**src/rtl/sandhi_fuser.sv**
```systemverilog
// rtl/sandhi_fuser.sv - holds one decoded instruction and fuses LUI+ADDI / ADDI+LOAD pairs into macro-ops
module sandhi_fuser #(
  parameter int OPCODE_WIDTH = 7,
  parameter int REG_WIDTH    = 5,
  parameter int IMM_WIDTH    = 12,
  parameter int HOLD_TIMEOUT = 4,
  parameter int CNT_WIDTH    = 16
) (
  input  logic                    clk,
  input  logic                    rst_n,
  input  logic                    in_valid,
  output logic                    in_ready,
  input  logic [OPCODE_WIDTH-1:0] in_dhatu,
  input  logic [2:0]              in_pratyaya,
  input  logic [REG_WIDTH-1:0]    in_karta,
  input  logic [REG_WIDTH-1:0]    in_karma,
  input  logic [REG_WIDTH-1:0]    in_karana,
  input  logic [IMM_WIDTH-1:0]    in_upasarga,
  input  logic [3:0]              in_instr_type,
  input  logic                    in_sandhi_possible,
  input  logic                    flush,
  output logic                    out_valid,
  input  logic                    out_ready,
  output logic [OPCODE_WIDTH-1:0] out_dhatu,
  output logic [2:0]              out_pratyaya,
  output logic [REG_WIDTH-1:0]    out_karta,
  output logic [REG_WIDTH-1:0]    out_karma,
  output logic [REG_WIDTH-1:0]    out_karana,
  output logic [31:0]             out_imm,
  output logic [3:0]              out_instr_type,
  output logic                    out_fused,
  output logic [1:0]              out_kind,
  output logic [CNT_WIDTH-1:0]    fused_count
);

  localparam int TW = (HOLD_TIMEOUT < 2) ? 1 : $clog2(HOLD_TIMEOUT + 1);
  localparam logic [OPCODE_WIDTH-1:0] OP_LUI  = OPCODE_WIDTH'(7'b0110111);
  localparam logic [OPCODE_WIDTH-1:0] OP_IMM  = OPCODE_WIDTH'(7'b0010011);
  localparam logic [OPCODE_WIDTH-1:0] OP_LOAD = OPCODE_WIDTH'(7'b0000011);
  localparam logic [3:0]              TYPE_SANDHI = 4'd6;

  typedef enum logic [1:0] {S_EMPTY, S_WAIT, S_DRAIN} state_t;

  state_t                  state;
  logic [TW-1:0]           timer;
  logic [OPCODE_WIDTH-1:0] h_dhatu;
  logic [2:0]              h_pratyaya;
  logic [REG_WIDTH-1:0]    h_karta, h_karma, h_karana;
  logic [IMM_WIDTH-1:0]    h_upasarga;
  logic [3:0]              h_type;

  logic o_free, h_valid, xfer, timeout, rule1, rule2, fuse_now, o_load;
  state_t entry_state;
  logic [31:0] h_imm, in_sext, h_sext;

  logic [OPCODE_WIDTH-1:0] n_dhatu;
  logic [2:0]              n_pratyaya;
  logic [REG_WIDTH-1:0]    n_karta, n_karma, n_karana;
  logic [31:0]             n_imm;
  logic [3:0]              n_type;
  logic [1:0]              n_kind;

  assign o_free      = !out_valid || out_ready;
  assign h_valid     = (state != S_EMPTY);
  assign in_ready    = !flush && (!h_valid || o_free);
  assign xfer        = in_valid && in_ready;
  assign timeout     = (timer == TW'(HOLD_TIMEOUT));
  assign entry_state = (in_sandhi_possible && (HOLD_TIMEOUT > 0)) ? S_WAIT : S_DRAIN;

  assign in_sext = {{(32-IMM_WIDTH){in_upasarga[IMM_WIDTH-1]}}, in_upasarga};
  assign h_sext  = {{(32-IMM_WIDTH){h_upasarga[IMM_WIDTH-1]}}, h_upasarga};
  assign h_imm   = (h_dhatu == OP_LUI) ? 32'({h_upasarga, h_karma, h_pratyaya, 12'b0}) : h_sext;

  // Both rules need the successor to read and write the candidate's destination, which must not be x0
  assign rule1 = (h_dhatu == OP_LUI) && (in_dhatu == OP_IMM) && (in_pratyaya == 3'b000) &&
                 (in_karma == h_karta) && (in_karta == h_karta) && (h_karta != '0);
  assign rule2 = (h_dhatu == OP_IMM) && (h_pratyaya == 3'b000) && (in_dhatu == OP_LOAD) &&
                 (in_karma == h_karta) && (in_karta == h_karta) && (h_karta != '0);

  assign fuse_now = (state == S_WAIT) && xfer && (rule1 || rule2);
  assign o_load   = !flush && (((state == S_DRAIN) && o_free) ||
                               ((state == S_WAIT) && xfer) ||
                               ((state == S_WAIT) && !xfer && timeout && o_free));

  // Macro-op presented to the output register: the held op as-is, or the fused pair
  always_comb begin
    n_dhatu    = h_dhatu;
    n_pratyaya = h_pratyaya;
    n_karta    = h_karta;
    n_karma    = h_karma;
    n_karana   = h_karana;
    n_imm      = h_imm;
    n_type     = h_type;
    n_kind     = 2'd0;
    if (fuse_now && rule1) begin
      n_pratyaya = 3'b000;
      n_karma    = '0;
      n_karana   = '0;
      n_imm      = h_imm + in_sext;
      n_type     = TYPE_SANDHI;
      n_kind     = 2'd1;
    end else if (fuse_now) begin
      n_dhatu    = OP_LOAD;
      n_pratyaya = in_pratyaya;
      n_karta    = in_karta;
      n_karana   = '0;
      n_imm      = h_sext + in_sext;
      n_type     = TYPE_SANDHI;
      n_kind     = 2'd2;
    end
  end

  // Hold-register FSM: accepts new entries, waits on candidates until successor or timeout
  always_ff @(posedge clk or negedge rst_n) begin
    if (!rst_n) begin
      state      <= S_EMPTY;
      timer      <= '0;
      h_dhatu    <= '0;
      h_pratyaya <= '0;
      h_karta    <= '0;
      h_karma    <= '0;
      h_karana   <= '0;
      h_upasarga <= '0;
      h_type     <= '0;
    end else if (flush) begin
      state <= S_EMPTY;
      timer <= '0;
    end else begin
      if (xfer) begin
        h_dhatu    <= in_dhatu;
        h_pratyaya <= in_pratyaya;
        h_karta    <= in_karta;
        h_karma    <= in_karma;
        h_karana   <= in_karana;
        h_upasarga <= in_upasarga;
        h_type     <= in_instr_type;
      end
      timer <= '0;
      case (state)
        S_EMPTY: if (xfer) state <= entry_state;
        S_DRAIN: if (o_free) state <= xfer ? entry_state : S_EMPTY;
        S_WAIT: begin
          if (xfer) begin
            state <= fuse_now ? S_EMPTY : entry_state;
          end else if (timeout && o_free) begin
            state <= S_EMPTY;
          end else begin
            timer <= timeout ? timer : timer + 1'b1;
          end
        end
        default: state <= S_EMPTY;
      endcase
    end
  end

  // Output register and saturating fusion counter
  always_ff @(posedge clk or negedge rst_n) begin
    if (!rst_n) begin
      out_valid      <= 1'b0;
      out_dhatu      <= '0;
      out_pratyaya   <= '0;
      out_karta      <= '0;
      out_karma      <= '0;
      out_karana     <= '0;
      out_imm        <= '0;
      out_instr_type <= '0;
      out_fused      <= 1'b0;
      out_kind       <= '0;
      fused_count    <= '0;
    end else if (flush) begin
      out_valid      <= 1'b0;
      out_dhatu      <= '0;
      out_pratyaya   <= '0;
      out_karta      <= '0;
      out_karma      <= '0;
      out_karana     <= '0;
      out_imm        <= '0;
      out_instr_type <= '0;
      out_fused      <= 1'b0;
      out_kind       <= '0;
    end else if (o_load) begin
      out_valid      <= 1'b1;
      out_dhatu      <= n_dhatu;
      out_pratyaya   <= n_pratyaya;
      out_karta      <= n_karta;
      out_karma      <= n_karma;
      out_karana     <= n_karana;
      out_imm        <= n_imm;
      out_instr_type <= n_type;
      out_fused      <= fuse_now;
      out_kind       <= n_kind;
      if (fuse_now && (fused_count != '1)) fused_count <= fused_count + 1'b1;
    end else if (out_ready) begin
      out_valid <= 1'b0;
    end
  end

endmodule

```
**config.mk**
```make
export PLATFORM = sky130hd
export DESIGN_NAME = sandhi_fuser
export DESIGN_NICKNAME = d
export VERILOG_FILES = /design/src/rtl/sandhi_fuser.sv
export SDC_FILE = /design/constraint.sdc
export NUM_CORES = 1
export LEC_CHECK = 0
export BUFFER_PORTS_ARGS = -buffer_cell sky130_fd_sc_hd__buf_2
export CAP_MARGIN = 40
export CORE_MARGIN = 10
export CORE_UTILIZATION = 30
export CTS_BUF_LIST = sky130_fd_sc_hd__clkbuf_8
export DETAILED_ROUTE_END_ITERATION = 8
export GPL_ROUTABILITY_DRIVEN = 0
export GPL_TIMING_DRIVEN = 0
export PLACE_DENSITY = 0.55
export RECOVER_POWER = 25
export SYNTH_ARGS = -nofsm -noshare
export SYNTH_HDL_FRONTEND = slang
export SYNTH_SLANG_ARGS = --single-unit
```
**constraint.sdc**
```tcl
create_clock -name clk -period 5.2 [get_ports clk]
set_input_delay 0.26 -clock clk [delete_from_list [all_inputs] [get_ports clk]]
set_output_delay 0.26 -clock clk [all_outputs]
set_load 0.1 [all_outputs]
```
==> run_results.csv <==
group,metric,value,unit
clocking,cts-buffers-inserted,17,
pwr,power.share.clock,0.275,
cells_and_area,multi_input_area,0.00523,sq mm
route,drt_iter0_drc,751,
route,antenna_left,0,
route,routed_wl,32600,um
route,avgViaCountPerCell,5.40,
grt,grt-ovfl-total,0,
synth,muxShareOfSynthArea,0.00358,
synth,synth_compound_area_frac,0.255,
synth,synth_top_area_frac,0.364,
grt,grt_max_degree,74,
clocking,clk_pin_slew,0.09,ns
pwr,power_density,305,mW/mm^2
synth,syn_avg_cell_area,8.50,sq um
synth,syn_nets,1113,
job,max-cap-violations,1,
pwr,p_leak,0.00518,uW
route,num_vias,8581,
placement,dp_hpwl,24600,um
timing,drv_slew,55,
min_path,hp-class,"primary input to flip-flop",
clocking,tritoncts,"done",
timing,period_needed,4.74,ns
timing,slew-limit-headroom,-1.07,
synth,synth_cells,1027,
timing,fin_crit_sh,0.912,
grt,grt_usage,0.176,
floorplanning,start_util,0.304,
floorplanning,core,0.0287,sq mm
synth,synthArstFlopShare,1.00,
grt,grt_pass1_wl,50000,um
min_path,min_from,"in_karta[3]",
placement,io_buffers,128,
synth,synth_most_common_cell,"nand2_1",
cells_and_area,seq_area,0.00318,sq mm
placement,placed_cell_area,0.00990,sq mm
synth,synthAdderAreaFrac,0.0635,
cells_and_area,nNetsFinal,1279,
timing,setup_tns,0,ns
route,drc,0,
cells_and_area,post-route-util,0.364,
synth,synth_top_family_by_area,"compound AO/OA/AOI/OAI gates",
timing,finalSetupViolCount,0,
synth,synth_edf_count,0,
pwr,ir_worst_vdd,165,uV
route,dr.pass1.iters,5,
worst_setup_path,crit_fanout,10,
pwr,combPwrFrac,0.368,
timing,skew,0.0215,ns
clocking,cts_sinks,127,
synth,synthTopCellsByArea,"dfrtp_1, nand2_1, ha_1",
route,wl_per_cell,20.5,um
timing,tightest_slew,3.11,ns
floorplanning,die_w,191,um
worst_setup_path,cp.arrival,5.12,ns
floorplanning,pin_count,129,
pwr,switchingPower,1360,uW
synth,ys.flop_type,"dfrtp_1",
timing,hold_viol_final,0,
floorplanning,die_area,0.0363,sq mm
clocking,clock_path_buffers,2,
synth,yosys.area.top_type,"dfrtp_1",
cells_and_area,fillerInstances,3065,
floorplanning,dieHeight,191,um
synth,syn-cell-area,0.00873,sq mm
worst_setup_path,cp-start-kind,"flip-flop",
timing,max_freq,211,MHz
worst_setup_path,critPathKind,"flip-flop to flip-flop",
cells_and_area,area_delta_synth_final,19.5,%
outcome,failed_checks,"max-capacitance violations, max-slew violations",
timing,hold_ws,0.00145,ns
timing,rsz0062_at_grt,"no",
grt,antenna_found_initial,0,
clocking,htree_num_levels,4,
cells_and_area,num_antenna_cells,0,
pwr,seqPwrFrac,0.357,
clocking,clock_latency,0.49,ns
outcome,status,"finished, violations left",
synth,yosysUniqueCellTypes,85,
pwr,cell_internal_pwr,1830,uW
worst_setup_path,endpoint_kind,"flip-flop",
synth,synth_common_cells,"nand2_1, dfrtp_1, a21oi_1, a21o_1, nor2_1",
synth,ys_seq_area_frac,0.364,
clocking,cts_setup_buffers,0,
grt,grt_pass1_vias,8485,
pwr,swShare,0.426,
worst_setup_path,cp.required,5.58,ns
synth,yosysWarnings,0,
synth,ys_ff_latch,127,
worst_setup_path,startpoint,"h_dhatu[3]",
floorplanning,rows,62,
synth,yosys.area_share.simple,0.218,
worst_setup_path,worstReg2RegStart,"h_dhatu[3]",
clocking,root_buffer,"clkbuf_8",
synth,synth_xor_area_frac,0.0582,
cells_and_area,stdcell_area,0.0104,sq mm
cells_and_area,layout-drive-gt1-share,0.182,
## final timing paths
path | end | slack, ns | cells past startpoint
max | out_imm[31] | 0.46 | 16
min | h_karta[3] | 0.001 | 3
max reg2reg | out_imm[31] | 0.46 | 16
min reg2reg | out_imm[6] | 0.47 | 2
max in group asynchronous | h_karma[3] | 2.09 | 2
min in group asynchronous | fused_count[8] | 1.36 | 2
## routing by layer
metal / global-route usage / wire, um
met1: 0.224 / 14100
met2: 0.287 / 15500
met4: 0.0663 / 920
met3: 0.0358 / 2090
met5: 0 / 0
## power groups by stage
| stage | registers, uW | logic [uW] | clock network, uW |
|---|---|---|---|
| after global routing | 1150 | 1260 | 938 |
| final | 1140 | 1170 | 878 |
| after detailed placement | 1160 | 1150 | 0 |
| after CTS | 1140 | 1160 | 895 |
| after global placement | 1150 | 1140 | 0 |
| after floorplan | 1350 | 640 | 0 |
## placed cells by master (no fill, tap or decap), types with 4 or more instances in the layout
cell           synthesis  routed
a21o_1                52      52
a21oi_1               83      83
a221oi_1               7       7
a22o_1                13      13
a22oi_1                4       4
a31oi_1               14      14
a32o_1                11      11
and2_1                14      14
and3_1                19      19
buf_2                 23     150
clkbuf_1              35      36
clkbuf_8               0      18
clkinv_4               0       4
dfrtp_1              127     127
dlygate4sd3_1          0      17
ha_1                  37      37
inv_1                 13      14
inv_6                  0       5
maj3_1                 4       4
nand2_1              218     218
nand2b_1              20      20
nand3_1               23      23
nand4_1               11      11
nor2_1                42      42
nor2b_1                8       8
nor3_1                14      14
o21a_1                12      12
o21ai_0               40      40
o21ai_1                5       5
o22ai_1               15      15
o31ai_1                8       8
or2_2                  5       5
or3_1                  6       6
xnor2_1               35      35
xor2_1                23      23
## layout make-up
| cell class | count | share of cell area |
|---|---|---|
| Multi-Input combinational cell | 823 | 0.501 |
| Sequential cell | 127 | 0.304 |
| Timing Repair Buffer | 147 | 0.0809 |
| Tap cell | 384 | 0.0460 |
| Buffer | 64 | 0.0270 |
| Clock buffer | 18 | 0.0237 |
| Clock inverter | 14 | 0.0127 |
| Inverter | 13 | 0.00467 |
## what timing repair did
action                                  in CTS  in global routing
endpoints found under the setup margin       0                  2
hold buffers                                17                  0
endpoints found under the hold margin       70                  0
resized for setup                            0                  1
## state kept, by name (all words and copies together) (netlist names)
| register | flops |
|---|---|
| out_pratyaya | 3 |
| h_type | 4 |
| out_kind | 2 |
| h_upasarga | 12 |
| timer | 3 |
| out_instr_type | 4 |
| out_dhatu | 7 |
| out_karana | 5 |
| h_karma | 5 |
| h_pratyaya | 3 |
| h_karta | 5 |
| fused_count | 16 |
| out_valid | 1 |
| out_imm | 32 |
| out_fused | 1 |
| h_karana | 5 |
| h_dhatu | 7 |
| out_karta | 5 |
| out_karma | 5 |
| state | 2 |
## cells by family after synthesis
family                   Yosys count
AND/OR/NAND/NOR                  402
XOR/XNOR                          58
AO/OA/AOI/OAI                    316
multiplexers                       3
buffers and inverters             77
flip-flops                       127
adder cells (fa/ha/maj)           44
## worst max-delay path: stages (launching register included)
cell and delay [ns]:
dfrtp_1 0.41, nand4b_1 0.30, buf_4 0.26, nor2_2 0.22
clkbuf_2 0.33, buf_1 0.45, a21o_1 0.22, ha_1 0.23
clkbuf_1 0.19, a21oi_1 0.15, o21ai_1 0.10, a221o_1 0.37
a221oi_2 0.34, o21ai_2 0.15, a311oi_1 0.38, o31ai_1 0.18
a2111oi_2 0.36
## stage by stage
| stage | worst slack, ns | total power (uW) | std cells |
|---|---|---|---|
| after CTS | 0.336 | 3200 | 1590 |
| after global placement | 0.464 | 2290 | 1539 |
| final | 0.457 | 3190 | 1590 |
| after detailed placement | 0.387 | 2300 | 1541 |
| after global routing | 0.169 | 3350 | 1590 |
| after floorplan | 1.33 | 1990 | 1027 |
No activity file was read; power rests on OpenSTA's default activity.
